**src/rtl/logic_unit_pkg.sv**
```systemverilog
// Shared opcode, FSM-state and base-op encodings for the logic unit pipeline.
package logic_unit_pkg;

    localparam logic [2:0] OP_AND  = 3'd0;
    localparam logic [2:0] OP_OR   = 3'd1;
    localparam logic [2:0] OP_XOR  = 3'd2;
    localparam logic [2:0] OP_NAND = 3'd3;
    localparam logic [2:0] OP_NOR  = 3'd4;
    localparam logic [2:0] OP_XNOR = 3'd5;
    localparam logic [2:0] OP_PASS = 3'd6;
    localparam logic [2:0] OP_NOT  = 3'd7;

    localparam logic [0:0] S_IDLE  = 1'b0;
    localparam logic [0:0] S_ACCUM = 1'b1;

    localparam logic [1:0] BASE_AND  = 2'd0;
    localparam logic [1:0] BASE_OR   = 2'd1;
    localparam logic [1:0] BASE_XOR  = 2'd2;
    localparam logic [1:0] BASE_PASS = 2'd3;

    // Reduction operator underlying each opcode; inversion is handled separately.
    function automatic logic [1:0] base_of(input logic [2:0] op);
        case (op)
            OP_AND, OP_NAND: base_of = BASE_AND;
            OP_OR,  OP_NOR:  base_of = BASE_OR;
            OP_XOR, OP_XNOR: base_of = BASE_XOR;
            default:         base_of = BASE_PASS;
        endcase
    endfunction

    function automatic logic inv_of(input logic [2:0] op);
        inv_of = (op == OP_NAND) || (op == OP_NOR) || (op == OP_XNOR) || (op == OP_NOT);
    endfunction

endpackage

```
**src/rtl/logic_reduce.sv**
```systemverilog
// Combinational bitwise reduction of NIN operands, optionally folded with an accumulator.
module logic_reduce
    import logic_unit_pkg::*;
#(
    parameter int unsigned WIDTH = 8,
    parameter int unsigned NIN   = 2
) (
    input  logic [NIN*WIDTH-1:0] operands_i,
    input  logic [WIDTH-1:0]     acc_i,
    input  logic                 acc_en_i,
    input  logic [1:0]           base_i,
    output logic [WIDTH-1:0]     red_o
);

    function automatic logic [WIDTH-1:0] fold(input logic [WIDTH-1:0] a,
                                              input logic [WIDTH-1:0] b,
                                              input logic [1:0]       base);
        case (base)
            BASE_AND: fold = a & b;
            BASE_OR:  fold = a | b;
            BASE_XOR: fold = a ^ b;
            default:  fold = a;
        endcase
    endfunction

    logic [WIDTH-1:0] r;

    // PASS keeps operand 0 untouched, so the accumulator never leaks into it.
    always_comb begin
        r = operands_i[WIDTH-1:0];
        for (int unsigned k = 1; k < NIN; k++) begin
            r = fold(r, operands_i[k*WIDTH +: WIDTH], base_i);
        end
        if (acc_en_i) begin
            r = fold(r, acc_i, base_i);
        end
        red_o = r;
    end

endmodule

```
**src/rtl/logic_unit_pipe.sv**
```systemverilog
// Registered multi-operand logic unit: per-beat results or burst folding over valid/ready.
module logic_unit_pipe
    import logic_unit_pkg::*;
#(
    parameter int unsigned WIDTH = 8,
    parameter int unsigned NIN   = 2,
    parameter int unsigned CNTW  = 8
) (
    input  logic                 Clk,
    input  logic                 Reset,
    input  logic                 InValid,
    output logic                 InReady,
    input  logic [NIN*WIDTH-1:0] A,
    input  logic [2:0]           Op,
    input  logic                 Acc,
    input  logic                 Last,
    output logic                 OutValid,
    input  logic                 OutReady,
    output logic [WIDTH-1:0]     F,
    output logic [CNTW-1:0]      Beats
);

    localparam logic [CNTW-1:0] CNT_MAX = '1;

    logic [0:0]       state_q, state_d;
    logic [2:0]       op_q, op_d;
    logic [WIDTH-1:0] acc_q, acc_d;
    logic [CNTW-1:0]  cnt_q, cnt_d;
    logic             out_valid_q, out_valid_d;
    logic [WIDTH-1:0] f_q, f_d;
    logic [CNTW-1:0]  beats_q, beats_d;

    logic             accept;
    logic [2:0]       cur_op;
    logic [WIDTH-1:0] red;
    logic [WIDTH-1:0] result;
    logic [CNTW-1:0]  cnt_inc;

    assign InReady = !Reset && (!out_valid_q || OutReady);
    assign accept  = InValid && InReady;
    assign cur_op  = (state_q == S_ACCUM) ? op_q : Op;
    assign result  = inv_of(cur_op) ? ~red : red;
    assign cnt_inc = (cnt_q == CNT_MAX) ? cnt_q : cnt_q + CNTW'(1);

    logic_reduce #(
        .WIDTH(WIDTH),
        .NIN  (NIN)
    ) u_reduce (
        .operands_i(A),
        .acc_i     (acc_q),
        .acc_en_i  (state_q == S_ACCUM),
        .base_i    (base_of(cur_op)),
        .red_o     (red)
    );

    always_ff @(posedge Clk) begin
        if (Reset) begin
            state_q     <= S_IDLE;
            op_q        <= OP_AND;
            acc_q       <= '0;
            cnt_q       <= '0;
            out_valid_q <= 1'b0;
            f_q         <= '0;
            beats_q     <= '0;
        end else begin
            state_q     <= state_d;
            op_q        <= op_d;
            acc_q       <= acc_d;
            cnt_q       <= cnt_d;
            out_valid_q <= out_valid_d;
            f_q         <= f_d;
            beats_q     <= beats_d;
        end
    end

    // Next state; a result load overrides the drain so results can go back-to-back.
    always_comb begin
        state_d     = state_q;
        op_d        = op_q;
        acc_d       = acc_q;
        cnt_d       = cnt_q;
        out_valid_d = out_valid_q;
        f_d         = f_q;
        beats_d     = beats_q;

        if (out_valid_q && OutReady) begin
            out_valid_d = 1'b0;
        end

        if (accept) begin
            case (state_q)
                S_IDLE: begin
                    if (Acc && !Last) begin
                        state_d = S_ACCUM;
                        op_d    = Op;
                        acc_d   = red;
                        cnt_d   = CNTW'(1);
                    end else begin
                        out_valid_d = 1'b1;
                        f_d         = result;
                        beats_d     = CNTW'(1);
                    end
                end
                S_ACCUM: begin
                    if (Last) begin
                        out_valid_d = 1'b1;
                        f_d         = result;
                        beats_d     = cnt_inc;
                        state_d     = S_IDLE;
                        acc_d       = '0;
                        cnt_d       = '0;
                    end else begin
                        acc_d = red;
                        cnt_d = cnt_inc;
                    end
                end
                default: state_d = S_IDLE;
            endcase
        end
    end

    assign OutValid = out_valid_q;
    assign F        = f_q;
    assign Beats    = beats_q;

endmodule

```
**config.mk**
```make
export PLATFORM = sky130hd
export DESIGN_NAME = logic_unit_pipe
export DESIGN_NICKNAME = d
export VERILOG_FILES = /design/src/rtl/logic_unit_pkg.sv /design/src/rtl/logic_reduce.sv /design/src/rtl/logic_unit_pipe.sv
export SDC_FILE = /design/constraint.sdc
export NUM_CORES = 1
export LEC_CHECK = 0
export BUFFER_PORTS_ARGS = -buffer_cell sky130_fd_sc_hd__buf_2
export CAP_MARGIN = 20
export CORE_ASPECT_RATIO = 0.6
export CORE_MARGIN = 3
export CORE_UTILIZATION = 59
export CTS_BUF_LIST = sky130_fd_sc_hd__clkbuf_8 sky130_fd_sc_hd__clkbuf_16
export DETAILED_ROUTE_END_ITERATION = 7
export PLACE_DENSITY_LB_ADDON = 0.12
export SYNTH_ARGS = -nofsm -noshare
export SYNTH_HDL_FRONTEND = slang
export SYNTH_SLANG_ARGS = --single-unit
export TNS_END_PERCENT = 20
```
**constraint.sdc**
```tcl
create_clock -name Clk -period 3.3 [get_ports Clk]
set_input_delay 0 -clock Clk [delete_from_list [all_inputs] [get_ports Clk]]
set_output_delay 0 -clock Clk [all_outputs]
set_load 0.01 [all_outputs]
```
# [Yosys cells after proc, flatten, opt, wreduce, memory -nomap -nowiden]
# Index checks and enable logic that the tools add are counted.
[totals] memories=0 romBits=0 latchBits=0 regBits=37 mem_bits_rw=0
[op_classes] n_reduce_logical=19 n_bitwise=8 multipliers=0 addsub=1 shift=0 div=0 n_eq_ne=12 order_cmp=0 muxes=27
[ops] op="two-way mux 8 bit" n=11
[ops] op="case mux 8 bit (2 select lines)" n=4
[ops] op="case mux 8 bit (3 select lines)" n=2
[ops] op="bitwise AND 8 bit" n=2
[ops] op="OR 8 bit" n=2
[ops] op="bitwise XOR 8 bit" n=2
[ops] op="equality test 3 bit, second input constant" n=3
[ops] op="adder 8 x 1 -> 8 bit, second input constant" n=1
[ops] op="equality test 8 bit, second input constant" n=1
[ops] op="NOT 8 bit" n=1
[ops] op="equality test 3 x 2 -> 1 bit, second input constant" n=2
[ops] op="two-way mux 1 bit" n=6
[ops] op="inequality test 2 bit, second input constant" n=3
[ops] op="case mux 2 bit (3 select lines)" n=1
[ops] op="AND reduction 3 bit" n=2
[ops] op="OR reduction 2 bit" n=3
[ops] op="logical AND 1 bit" n=4
[ops] op="logical OR 1 bit" n=4
[ops] op="case mux 1 bit (2 select lines)" n=2
[ops] op="equality test 3 x 1 -> 1 bit, second input constant" n=1
[ops] op="logical NOT 1 bit" n=3
[ops] op="logical NOT 3 bit" n=1
[ops] op="two-way mux 3 bit" n=1
[ops] op="equality test 2 x 1 -> 1 bit, second input constant" n=1
[ops] op="4 further kinds" n=4

# [Logic depth before layout (Yosys ltp)]
# Gate-level depths: netlist of run 1.
[depth] depth_word=13 mapped_depth=17

# [Cells and area by module]
# A second synthesis of run 1 with hierarchy kept.
[unflattened] cells_unflattened=301 area_unflattened_um2=2671.3
[by_module_without_submodules] mod="logic_unit_pipe" seq_area_each_um2=740.7 instances=1 area_per_inst_um2=1682.9 cells_per_inst=182
[by_module_without_submodules] mod="logic_reduce" seq_area_each_um2=0.0 instances=1 area_per_inst_um2=988.4 cells_per_inst=119

# [Worst setup path before layout of run 1]
# No wires, ideal clock.
[synth_path] path_kind="register -> register" startpoint="reg state_q" endpoint="reg f_q[6] (netlist: F[6])" path_buffers=3 synth_period_minus_slack_ns=2.947 stages_incl_launch_ff=18 path_slack_ns=0.353 setup_time_ns=0.129 arrival_time_ns=2.818 path_cell_list="dfxtp_1 > buf_6 > mux2_4 > buf_6 > xnor2_2 > buf_6 > o22ai_1 > a21oi_1 > nor2_1 > a21oi_1 > inv_1 > ha_1 > nor2_1 > a21oi_1 > a211o_1 > a211o_1 > xnor2_1 > o21ai_0"
[synth_between] elab_chain_len=13
[synth_lines] item="from (decl)" line="logic_unit_pipe.sv:25" rtl="logic [0:0] state_q, state_d;"
[synth_lines] item="from (signal assigned)" line="logic_unit_pipe.sv:66" rtl="state_q <= state_d;"
[synth_lines] item="two-way mux 3 bit" line="logic_unit_pipe.sv:41" rtl="assign cur_op = (state_q == S_ACCUM) ? op_q : Op;"
[synth_lines] item="equality test 3 bit, or another cell as far along" line="logic_unit_pkg.sv:23, logic_unit_pkg.sv:32"
[synth_lines] item="OR reduction 2 bit" line="logic_unit_pkg.sv:23" rtl="case (op)"
[synth_lines] item="case mux 2 bit (3 select lines)" line="logic_unit_pkg.sv:23"
[synth_lines] item="equality test 2 bit, or another cell as far along" line="logic_reduce.sv:18" rtl="case (base)"
[synth_lines] item="case mux 8 bit (3 select lines)" line="logic_reduce.sv:18"
[synth_lines] item="bitwise XOR 8 bit, or another cell as far along" line="logic_reduce.sv:21" rtl="BASE_XOR: fold = a ^ b;"
[synth_lines] item="case mux 8 bit (3 select lines)" line="logic_reduce.sv:18"
[synth_lines] item="two-way mux 8 bit" line="logic_reduce.sv:34" rtl="if (acc_en_i) begin"
[synth_lines] item="NOT 8 bit" line="logic_unit_pipe.sv:42" rtl="assign result = inv_of(cur_op) ? ~red : red;"
[synth_lines] item="two-way mux 8 bit" line="logic_unit_pipe.sv:42"
[synth_lines] item="two-way mux 8 bit, on equally long branches" line="logic_unit_pipe.sv:105, logic_unit_pipe.sv:93"
[synth_lines] item="case mux 8 bit (2 select lines)" line="logic_unit_pipe.sv:91" rtl="case (state_q)"
[synth_lines] item="to (signal assigned)" line="logic_unit_pipe.sv:63" rtl="f_q <= '0;"
[synth_lines] item="to (signal assigned)" line="logic_unit_pipe.sv:71" rtl="f_q <= f_d;"
[synth_lines] item="to (decl)" line="logic_unit_pipe.sv:30" rtl="logic [WIDTH-1:0] f_q, f_d;"
# Parallel ways exist; a longest one is shown, timed or not. The select of a mux whose other input is x is not followed.
# A chain may end at the register's enable or synchronous reset.

# [Worst setup path after layout of run 1]
[layout_path] startpoint="reg state_q" endpoint="reg acc_q[4]"
[layout_between] elab_chain_len=11
[layout_lines] item="two-way mux 3 bit" line="logic_unit_pipe.sv:41"
[layout_lines] item="equality test 3 bit, or another cell as far along" line="logic_unit_pkg.sv:23"
[layout_lines] item="OR reduction 2 bit" line="logic_unit_pkg.sv:23"
[layout_lines] item="case mux 2 bit (3 select lines)" line="logic_unit_pkg.sv:23"
[layout_lines] item="equality test 2 bit, or another cell as far along" line="logic_reduce.sv:18"
[layout_lines] item="case mux 8 bit (3 select lines)" line="logic_reduce.sv:18"
[layout_lines] item="bitwise XOR 8 bit, or another cell as far along" line="logic_reduce.sv:21"
[layout_lines] item="case mux 8 bit (3 select lines)" line="logic_reduce.sv:18"
[layout_lines] item="two-way mux 8 bit" line="logic_reduce.sv:34"
[layout_lines] item="two-way mux 8 bit, on equally long branches" line="logic_unit_pipe.sv:105, logic_unit_pipe.sv:93"
[layout_lines] item="case mux 8 bit (2 select lines)" line="logic_unit_pipe.sv:91"
[layout_lines] item="to (signal assigned)" line="logic_unit_pipe.sv:60" rtl="acc_q <= '0;"
[layout_lines] item="to (signal assigned)" line="logic_unit_pipe.sv:68" rtl="acc_q <= acc_d;"
[layout_lines] item="to (decl)" line="logic_unit_pipe.sv:27" rtl="logic [WIDTH-1:0] acc_q, acc_d;"
# Parallel ways exist; a longest one is shown, timed or not. The select of a mux whose other input is x is not followed.

==> impl_metrics.ini, run 1 <==
[layout]
finalNetCount = 514
final.fill_count = 397
insertedDiodeCount = 0
multi_input_area_um2 = 2140
drive_gt1_frac = 0.210
syn_to_final_growth_pct = 14.5
register_area_um2 = 747
utilization = 0.746

[yosys]
avgSynthCellArea_um2 = 7.67
synth_top_area_share = 0.234
ys_types = 60
synth_edf_count = 0
synth_common_cells = nor2_1 (42), dfxtp_1 (37), inv_1 (36)
asyncSetResetFlopFracSynth = 0
seq_area_frac_synth = 0.234
yosys-top-cells-area = dfxtp_1 (23%), ha_1 (13%), nor2_1 (5.0%)
syn_nets = 470
yosysTopAreaCell = dfxtp_1
synth-main-ff-cell = dfxtp_1
syn_area_um2 = 3160
synth_seq_cells = 37
yosysWarningCount = 0
syn_inst = 412
yosysMostFrequentCell = nor2_1

[power]
switchingPower_mw = 0.430
p_leak_nw = 1.61
power_frac_seq = 0.368
p_int_mw = 0.882
pwr-share-clk = 0.324
ir_worst_vdd_mv = 0.288
p_sw_frac = 0.328
pwr-share-comb = 0.309
p_per_area_nw_per_um2 = 363
total_power_mw = 1.31

[setup_path]
cp.required_ns = 3.52
cp_slowest_cell = a2111oi_1
worstPathMaxFanout = 9
crit_chain = buf_4, mux2i_4, buf_4, nor2_1, o211ai_1, o311ai_0, nor2_1, inv_1, ha_1, a2bb2oi_2, nor2_1, a2111oi_1, a32oi_1, a21oi_1
arrival_ns = 3.36
worst_setup_path_end_kind = flop
worstSetupPathType = reg -> reg
cpMostUsedCell = nor2_1
setup.worst_path.start = state_q$_SDFFE_PP0P_
crit_cells = 14
endpoint = acc_q[4]$_SDFFE_PP0P_
rr_startpoint = state_q$_SDFFE_PP0P_
critPathMaxStageDelay_ns = 0.47
rr_worst_depth = 14
timing.rr.end = acc_q[4]$_SDFFE_PP0P_
critPathBufInv = 3
crit_family = compound AO/OA/AOI/OAI gates
ff2ff_setup_slack_ns = 0.16
startpoint_type = flop

[clock_tree]
hold_buffers = 0
clk_latency_ns = 0.29
cts_buffer_depth = 2
clk_pin_slew_worst_paths_ns = 0.08
cts_root_buf = clkbuf_8
cts_made_buffers = 5
h-tree-depth = 2
cts_sinks = 37
cts_tree = built

[detailed_routing]
top_layer = met4
wirelength_mm = 9.28
wl_met2_mm = 3.74
wl_per_cell_um = 17.8
dr.pass1.iters = 6
routed-wl-met3_mm = 1.05
ant_nets = 0
drc = 0
via_per_inst = 6.30
num_vias = 3276
met1_length_mm = 4.45
drt_iter0_markers = 282

[job]
max_cap_viol_count = 0

[grt]
grt_pass1_wl_mm = 15.1
grt_util_all_layers = 0.299
grt_remaining_overflow = 0
grt_pass1_vias = 3010
grt_max_degree = 28
antenna_found_initial = 0

[worst_hold_path]
hp-class = in -> reg

[die]
die_w_um = 100
die_y_um = 62.7
fp.coreArea_um2 = 4850
start_util = 0.651
fp.dieArea_um2 = 6300
io_pins = 43
rows = 19

[timing]
layout_worst_path_cycle_share = 0.951
fmax_mhz = 319
skew_ns = 0.00725
hold_viol_final = 0
setup-violations-final = 0
hold-worst-slack_ns = 0.0236
finalCriticalPeriod_ns = 3.14
setup_slack_ns = 0.161
slew-limit-headroom = 0.428
tightestPinTransition_ns = 0.855
drv_slew = 0

[placed_design]
port_buffers = 42
pre_cts_ws_ns = 0.0216
globalplace.congestion = 0.960
post-dp-hpwl_mm = 6.98

[status]
status = finished, final reports clean
-- repair_timing --
action                                  CTS  global route
resized for setup                         0             5
endpoints found under the setup margin    0            12
buffers inserted                          0             1
-- power groups by stage --
stage / sequential, mW / combinational [mW] / clock, mW
after floorplan: 0.494 / 0.267 / 0
after global routing: 0.485 / 0.447 / 0.446
after CTS: 0.482 / 0.392 / 0.424
final: 0.482 / 0.405 / 0.425
after detailed placement: 0.493 / 0.388 / 0
after global placement: 0.492 / 0.380 / 0
-- metrics by stage --
stage,TNS [ns],cells,area [um2]
final,0,520,3620
after global routing,-0.00623,520,3620
after CTS,0,519,3590
after detailed placement,0,511,3470
after global placement,0,511,3470
after floorplan,0,412,3160
-- sequential cells by signal, indices dropped and copies added (netlist names) --
register and flops:
state_q 1, Beats 8, cnt_q 8, op_q 3
OutValid 1, F 8, acc_q 8
-- routing by layer --
metal	track usage	up-vias
li1	-	1566
met1	0.467	1524
met2	0.426	180
met3	0.0546	6
met4	0.0504	0
met5	0	-
-- cells in the final DEF, fill, tap and decap left out, types with 6 or more instances in the layout --
| master | n |
|---|---|
| nor2_1 | 42 |
| buf_2 | 42 |
| inv_1 | 36 |
| dfxtp_1 | 34 |
| ha_1 | 33 |
| nand2_1 | 32 |
| a21oi_1 | 27 |
| buf_4 | 21 |
| o21ai_0 | 20 |
| nand3_1 | 18 |
| xnor2_1 | 11 |
| nor3_1 | 11 |
| o22ai_1 | 7 |
| and3_1 | 7 |
| a211o_1 | 7 |
| o211ai_1 | 6 |
| nand4_1 | 6 |
| clkbuf_8 | 6 |
-- worst min-delay path by stage --
stage | to | slack [ns] | cells past startpoint | from
6_report | OutValid$_SDFF_PP0_ | 0.02 | 3 | OutReady
5_1_grt | cnt_q[1]$_SDFFE_PP0P_ | 0.07 | 2 | Reset
4_1_cts | OutValid$_SDFF_PP0_ | 0.03 | 3 | OutReady
3_5_place_dp | OutValid$_SDFF_PP0_ | 0.33 | 3 | OutReady
3_3_place_gp | OutValid$_SDFF_PP0_ | 0.32 | 3 | OutReady
2_1_floorplan | InReady | 0.06 | 1 | Reset
-- worst register-to-register path, delay by kind of cell (launching register included) --
kind	cells	cell delay, ns
multiplexers	1	0.30
flip-flops	1	0.43
adder cells (fa/ha/maj)	1	0.23
buffers and inverters	3	0.49
AND/OR/NAND/NOR	3	0.42
AO/OA/AOI/OAI	6	1.22
-- cell families after synthesis --
kind of cell | count (synthesis) | synth area share
mux | 12 | 0.0503
compound gates | 116 | 0.254
flops | 37 | 0.234
xor+xnor | 14 | 0.0412
fa+ha+maj | 33 | 0.131
simple gates | 136 | 0.202
buf+inv | 64 | 0.0879
-- cell type report --
class | count | share of cell area
Clock inverter | 2 | 0.0104
Multi-Input combinational cell | 311 | 0.593
Timing Repair Buffer | 64 | 0.107
Sequential cell | 37 | 0.207
Clock buffer | 6 | 0.0228
Tap cell | 63 | 0.0218
Inverter | 37 | 0.0384
Power figures use the tool's default switching activity.
==> run 2: changes to the inputs <==
--- a/config.mk
+++ b/config.mk
@@ -12,8 +12,9 @@
 export CORE_UTILIZATION = 59
 export CTS_BUF_LIST = sky130_fd_sc_hd__clkbuf_8 sky130_fd_sc_hd__clkbuf_16
 export DETAILED_ROUTE_END_ITERATION = 7
+export HOLD_SLACK_MARGIN = 0.15
 export PLACE_DENSITY_LB_ADDON = 0.12
 export SYNTH_ARGS = -nofsm -noshare
 export SYNTH_HDL_FRONTEND = slang
 export SYNTH_SLANG_ARGS = --single-unit
-export TNS_END_PERCENT = 20
+export TNS_END_PERCENT = 30
==> impl_metrics.ini, run 2 (synthesis gave the netlist of run 1 again) <==
[status]
status = finished, final reports clean

[power]
pwr-share-clk = 0.324
p_leak_nw = 1.65
switchingPower_mw = 0.435
pwr-share-comb = 0.312
power_frac_seq = 0.364
p_per_area_nw_per_um2 = 357
p_sw_frac = 0.329
total_power_mw = 1.32
p_int_mw = 0.889
ir_worst_vdd_mv = 0.292

[timing]
rsz0062_at_grt = no
tightestPinTransition_ns = 0.879
skew_ns = 0.00726
fmax_mhz = 320
setup_slack_ns = 0.173
finalCriticalPeriod_ns = 3.13
layout_worst_path_cycle_share = 0.948
slew-limit-headroom = 0.412
hold-worst-slack_ns = 0.163
drv_slew = 0
hold_viol_final = 0
setup-violations-final = 0
fin_setup_tns_ns = 0

[die]
die_y_um = 62.7
fp.dieArea_um2 = 6300
fp.coreArea_um2 = 4850
die_w_um = 100
rows = 19
io_pins = 43
start_util = 0.651

[detailed_routing]
wl_per_cell_um = 17.8
ant_nets = 0
dr.pass1.iters = 5
num_vias = 3327
drc = 0
drt_iter0_markers = 324
via_per_inst = 6.29
wirelength_mm = 9.43

[layout]
finalNetCount = 523
register_area_um2 = 747
final.fill_count = 388
fin_cells = 529
insertedDiodeCount = 0
mostFrequentLayoutCells = nor2_1 (42), buf_2 (42), inv_1 (36), dfxtp_1 (34), ha_1 (33)
multi_input_area_um2 = 2140
syn_to_final_growth_pct = 17.3
drive_gt1_frac = 0.206

[clock_tree]
clk_pin_slew_worst_paths_ns = 0.09
h-tree-depth = 2
cts_tree = built
cts_root_buf = clkbuf_8
cts_sinks = 37
cts_made_buffers = 5
cts_buffer_depth = 2
clk_latency_ns = 0.29

[setup_path]
arrival_ns = 3.35
cp.required_ns = 3.52
worstSetupPathType = reg -> reg
ff2ff_setup_slack_ns = 0.17
worst_setup_path_end_kind = flop
timing.rr.end = acc_q[4]$_SDFFE_PP0P_
rr_startpoint = state_q$_SDFFE_PP0P_
rr_worst_depth = 14
startpoint_type = flop
worstPathMaxFanout = 9

[placed_design]
port_buffers = 42
pre_cts_ws_ns = 0.0216
globalplace.congestion = 0.960
post-dp-hpwl_mm = 6.98
dpl.cell_count = 511

[job]
max_cap_viol_count = 0

[worst_hold_path]
hp-class = in -> reg
hp-start = Last
holdPathStages = 3
holdPathEnd = acc_q[2]$_SDFFE_PP0P_

[grt]
grt_pass1_wl_mm = 15.4
grt_pass1_vias = 3081
grt_max_degree = 28
antenna_found_initial = 0
grt_remaining_overflow = 0
grt_util_all_layers = 0.304
[run 2: cell types whose count changed in the layout (fill, tap and decap cells not counted), sizes merged]
cell / delta
dlygate4sd3: +9
[run 2: layout make-up]
class | instances | area share
Multi-Input combinational cell | 311 | 0.578
Sequential cell | 37 | 0.201
Timing Repair Buffer | 73 | 0.129
Inverter | 37 | 0.0375
Clock buffer | 6 | 0.0223
Tap cell | 63 | 0.0213
Clock inverter | 2 | 0.0101
[run 2: per-stage QoR]
step                utilization  cell area, um2
finish                    0.764            3710
global route              0.764            3710
CTS                       0.758            3680
detailed placement        0.715            3470
global placement          0.715            3470
floorplan                     -            3160
[run 2: metal layers]
layer / vias to the layer above / track usage / wire length [um]
met4: 0 / 0.0571 / 34
li1: 1581 / - / -
met5: - / 0 / 0
met3: 6 / 0.0569 / 984
met2: 177 / 0.437 / 3900
met1: 1563 / 0.467 / 4510
[run 2: critical path, cell delays in order, from the launching register on]
cell and delay, ns:
dfxtp_4 0.43, buf_4 0.22, mux2i_4 0.30, buf_4 0.19, nor2_1 0.08, o211ai_1 0.09, o311ai_0 0.18, nor2_1 0.26
inv_1 0.08, ha_1 0.23, a2bb2oi_2 0.13, nor2_1 0.07, a2111oi_1 0.43, a32oi_1 0.18, a21oi_1 0.19
[run 2: how the worst max path moves through the flow]
stage	start	end	slack (ns)	depth (start not counted)
final	state_q$_SDFFE_PP0P_	acc_q[4]$_SDFFE_PP0P_	0.17	14
after global routing	state_q$_SDFFE_PP0P_	F[1]$_SDFFE_PP0P_	0.004	14
after CTS	state_q$_SDFFE_PP0P_	F[1]$_SDFFE_PP0P_	0.007	14
after detailed placement	state_q$_SDFFE_PP0P_	F[1]$_SDFFE_PP0P_	0.02	14
after global placement	state_q$_SDFFE_PP0P_	F[1]$_SDFFE_PP0P_	0.13	14
after floorplan	state_q$_SDFFE_PP0P_	F[6]$_SDFFE_PP0P_	0.35	17
[run 2: repair_timing]
action | in CTS | in global routing
endpoints found under the setup margin | 0 | 12
gates resized for setup | 0 | 5
hold endpoints to repair | 16 | 0
setup buffers | 0 | 1
hold buffers | 9 | 0
[run 2: power by group through the flow]
stage | Combinational, mW | Sequential [mW] | Clock (mW)
6_report | 0.413 | 0.482 | 0.429
5_1_grt | 0.456 | 0.484 | 0.446
4_1_cts | 0.400 | 0.482 | 0.424
3_5_place_dp | 0.388 | 0.493 | 0
3_3_place_gp | 0.380 | 0.492 | 0
2_1_floorplan | 0.267 | 0.494 | 0
==> run 3: changes to the inputs <==
--- a/config.mk
+++ b/config.mk
@@ -7,13 +7,14 @@
 export LEC_CHECK = 0
 export BUFFER_PORTS_ARGS = -buffer_cell sky130_fd_sc_hd__buf_2
 export CAP_MARGIN = 20
-export CORE_ASPECT_RATIO = 0.6
+export CORE_ASPECT_RATIO = 0.5
 export CORE_MARGIN = 3
-export CORE_UTILIZATION = 59
+export CORE_UTILIZATION = 30
 export CTS_BUF_LIST = sky130_fd_sc_hd__clkbuf_8 sky130_fd_sc_hd__clkbuf_16
 export DETAILED_ROUTE_END_ITERATION = 7
 export HOLD_SLACK_MARGIN = 0.15
 export PLACE_DENSITY_LB_ADDON = 0.12
+export SETUP_SLACK_MARGIN = 0.3
 export SYNTH_ARGS = -nofsm -noshare
 export SYNTH_HDL_FRONTEND = slang
 export SYNTH_SLANG_ARGS = --single-unit
==> impl_metrics.ini, run 3 (synthesis gave the netlist of run 1 again) <==
[power]
p_leak_nw = 1.78
p_per_area_nw_per_um2 = 352
ir_worst_vdd_mv = 0.179

[grt]
top_usage_layer = met2
met3_usage = 0.0288
met2_usage = 0.263
antenna_found_initial = 0
grt_pass1_vias = 2883
grt_util_all_layers = 0.169
grt_max_degree = 19
grt_pass1_wl_mm = 15.6
use_met1 = 0.245
grt_remaining_overflow = 0

[setup_path]
startpoint_type = primary input
critPathBufInv = 5
cp_slowest_cell = dlygate4sd3_1
worstSetupPathType = in -> reg
critPathMaxStageDelay_ns = 0.54
crit_chain = dlygate4sd3_1, buf_2, mux2_4, buf_4, nor3_2, a21oi_2, o221a_2, nor2b_4, inv_1, ha_4, nor4_2, nor3_1, o21ai_1, buf_4, a211o_1, a21oi_2
arrival_ns = 3.05
crit_family = buffers and inverters
worstPathMaxFanout = 10
worst_setup_path_end_kind = flop
cp.required_ns = 3.46

[layout]
finalNetCount = 540
mostFrequentLayoutCells = buf_2 (42), nor2_1 (37), inv_1 (36), buf_4 (35), dfxtp_1 (34)
drive_gt1_frac = 0.273
insertedDiodeCount = 0
syn_to_final_growth_pct = 28.8
final_common_cell = buf_2
fin_cells = 618

[detailed_routing]
wl_per_cell_um = 16.3
num_vias = 3156
wirelength_mm = 10.1
dr.pass1.iters = 4
via_per_inst = 5.11
ant_nets = 0
drc = 0
drt_iter0_markers = 188

[worst_hold_path]
hp-class = in -> reg

[timing]
fin_setup_tns_ns = 0
hold_viol_final = 0
setup-violations-final = 0
layout_worst_path_cycle_share = 0.875
rsz0062_at_grt = yes
finalCriticalPeriod_ns = 2.89
fmax_mhz = 346
tightestPinTransition_ns = 0.691
drv_slew = 0
skew_ns = 0.00277
slew-limit-headroom = 0.538

[placed_design]
globalplace.congestion = 0.792
port_buffers = 42
post-dp-hpwl_mm = 7.28
dpl.cell_count = 585

[clock_tree]
h-tree-depth = 2
cts_root_buf = clkbuf_16
cts_made_buffers = 5
clk_pin_slew_worst_paths_ns = 0.06
cts_sinks = 37
cts_buffer_depth = 2
clk_latency_ns = 0.29
cts_tree = built

[die]
fp.dieArea_um2 = 11900
rows = 25
die_w_um = 151
die_y_um = 78.6
io_pins = 43
fp.coreArea_um2 = 9850
start_util = 0.321

[status]
status = finished, final reports clean

[job]
max_cap_viol_count = 0
## run 3: repair_timing
item | CTS | global route
setup buffers | 5 | 11
resized for setup | 6 | 30
hold buffers | 9 | 0
hold endpoints to repair | 16 | 0
pin swaps | 0 | 12
endpoints found under the setup margin | 12 | 12
## run 3: worst paths after layout
path	start	end	slack (ns)	cells after the start
setup / recovery	Op[1]	acc_q[7]$_SDFFE_PP0P_	0.41	16
hold reg to reg	Beats[4]$_SDFFE_PP0P_	Beats[4]$_SDFFE_PP0P_	0.47	2
hold / removal	Last	acc_q[2]$_SDFFE_PP0P_	0.17	3
setup reg to reg	state_q$_SDFFE_PP0P_	acc_q[7]$_SDFFE_PP0P_	0.43	14
## run 3: cell type report
| type | count | area (um2) |
|---|---|---|
| Inverter | 37 | 139 |
| Sequential cell | 37 | 747 |
| Multi-Input combinational cell | 311 | 2260 |
| Clock inverter | 3 | 22.5 |
| Tap cell | 135 | 169 |
| Timing Repair Buffer | 90 | 602 |
| Fill cell | 1045 | 5780 |
| Clock buffer | 5 | 125 |
## run 3: where the power goes
group          internal (mW)  leakage, nW  switching (mW)
sequential             0.467        0.302          0.0168
clock                  0.282       0.0738           0.213
combinational          0.204         1.41           0.249
total                  0.952         1.78           0.479
## run 3: routing by layer
metal / routed length (um) / vias to the layer above
li1: - / 1621
met1: 5050 / 1480
met2: 4520 / 53
met3: 473 / 2
met4: 39 / 0
met5: 0 / -
## run 3: worst min-delay path, stage by stage
cell and delay [ns]:
buf_2 0.13, o21ai_0 0.10, a22o_1 0.18
## run 3: metrics by stage
step           cell area (um2)  power, mW  setup slack [ns]   util  hold slack (ns)
2_1_floorplan             3160      0.761             0.353      -           0.0561
3_3_place_gp              3570      0.891           -0.0460  0.363            0.329
3_5_place_dp              3570      0.887          -0.00747  0.363            0.332
4_1_cts                   3860       1.41             0.314  0.392            0.157
5_1_grt                   4070       1.52             0.224  0.413            0.170
6_report                  4070       1.43             0.413  0.413            0.165
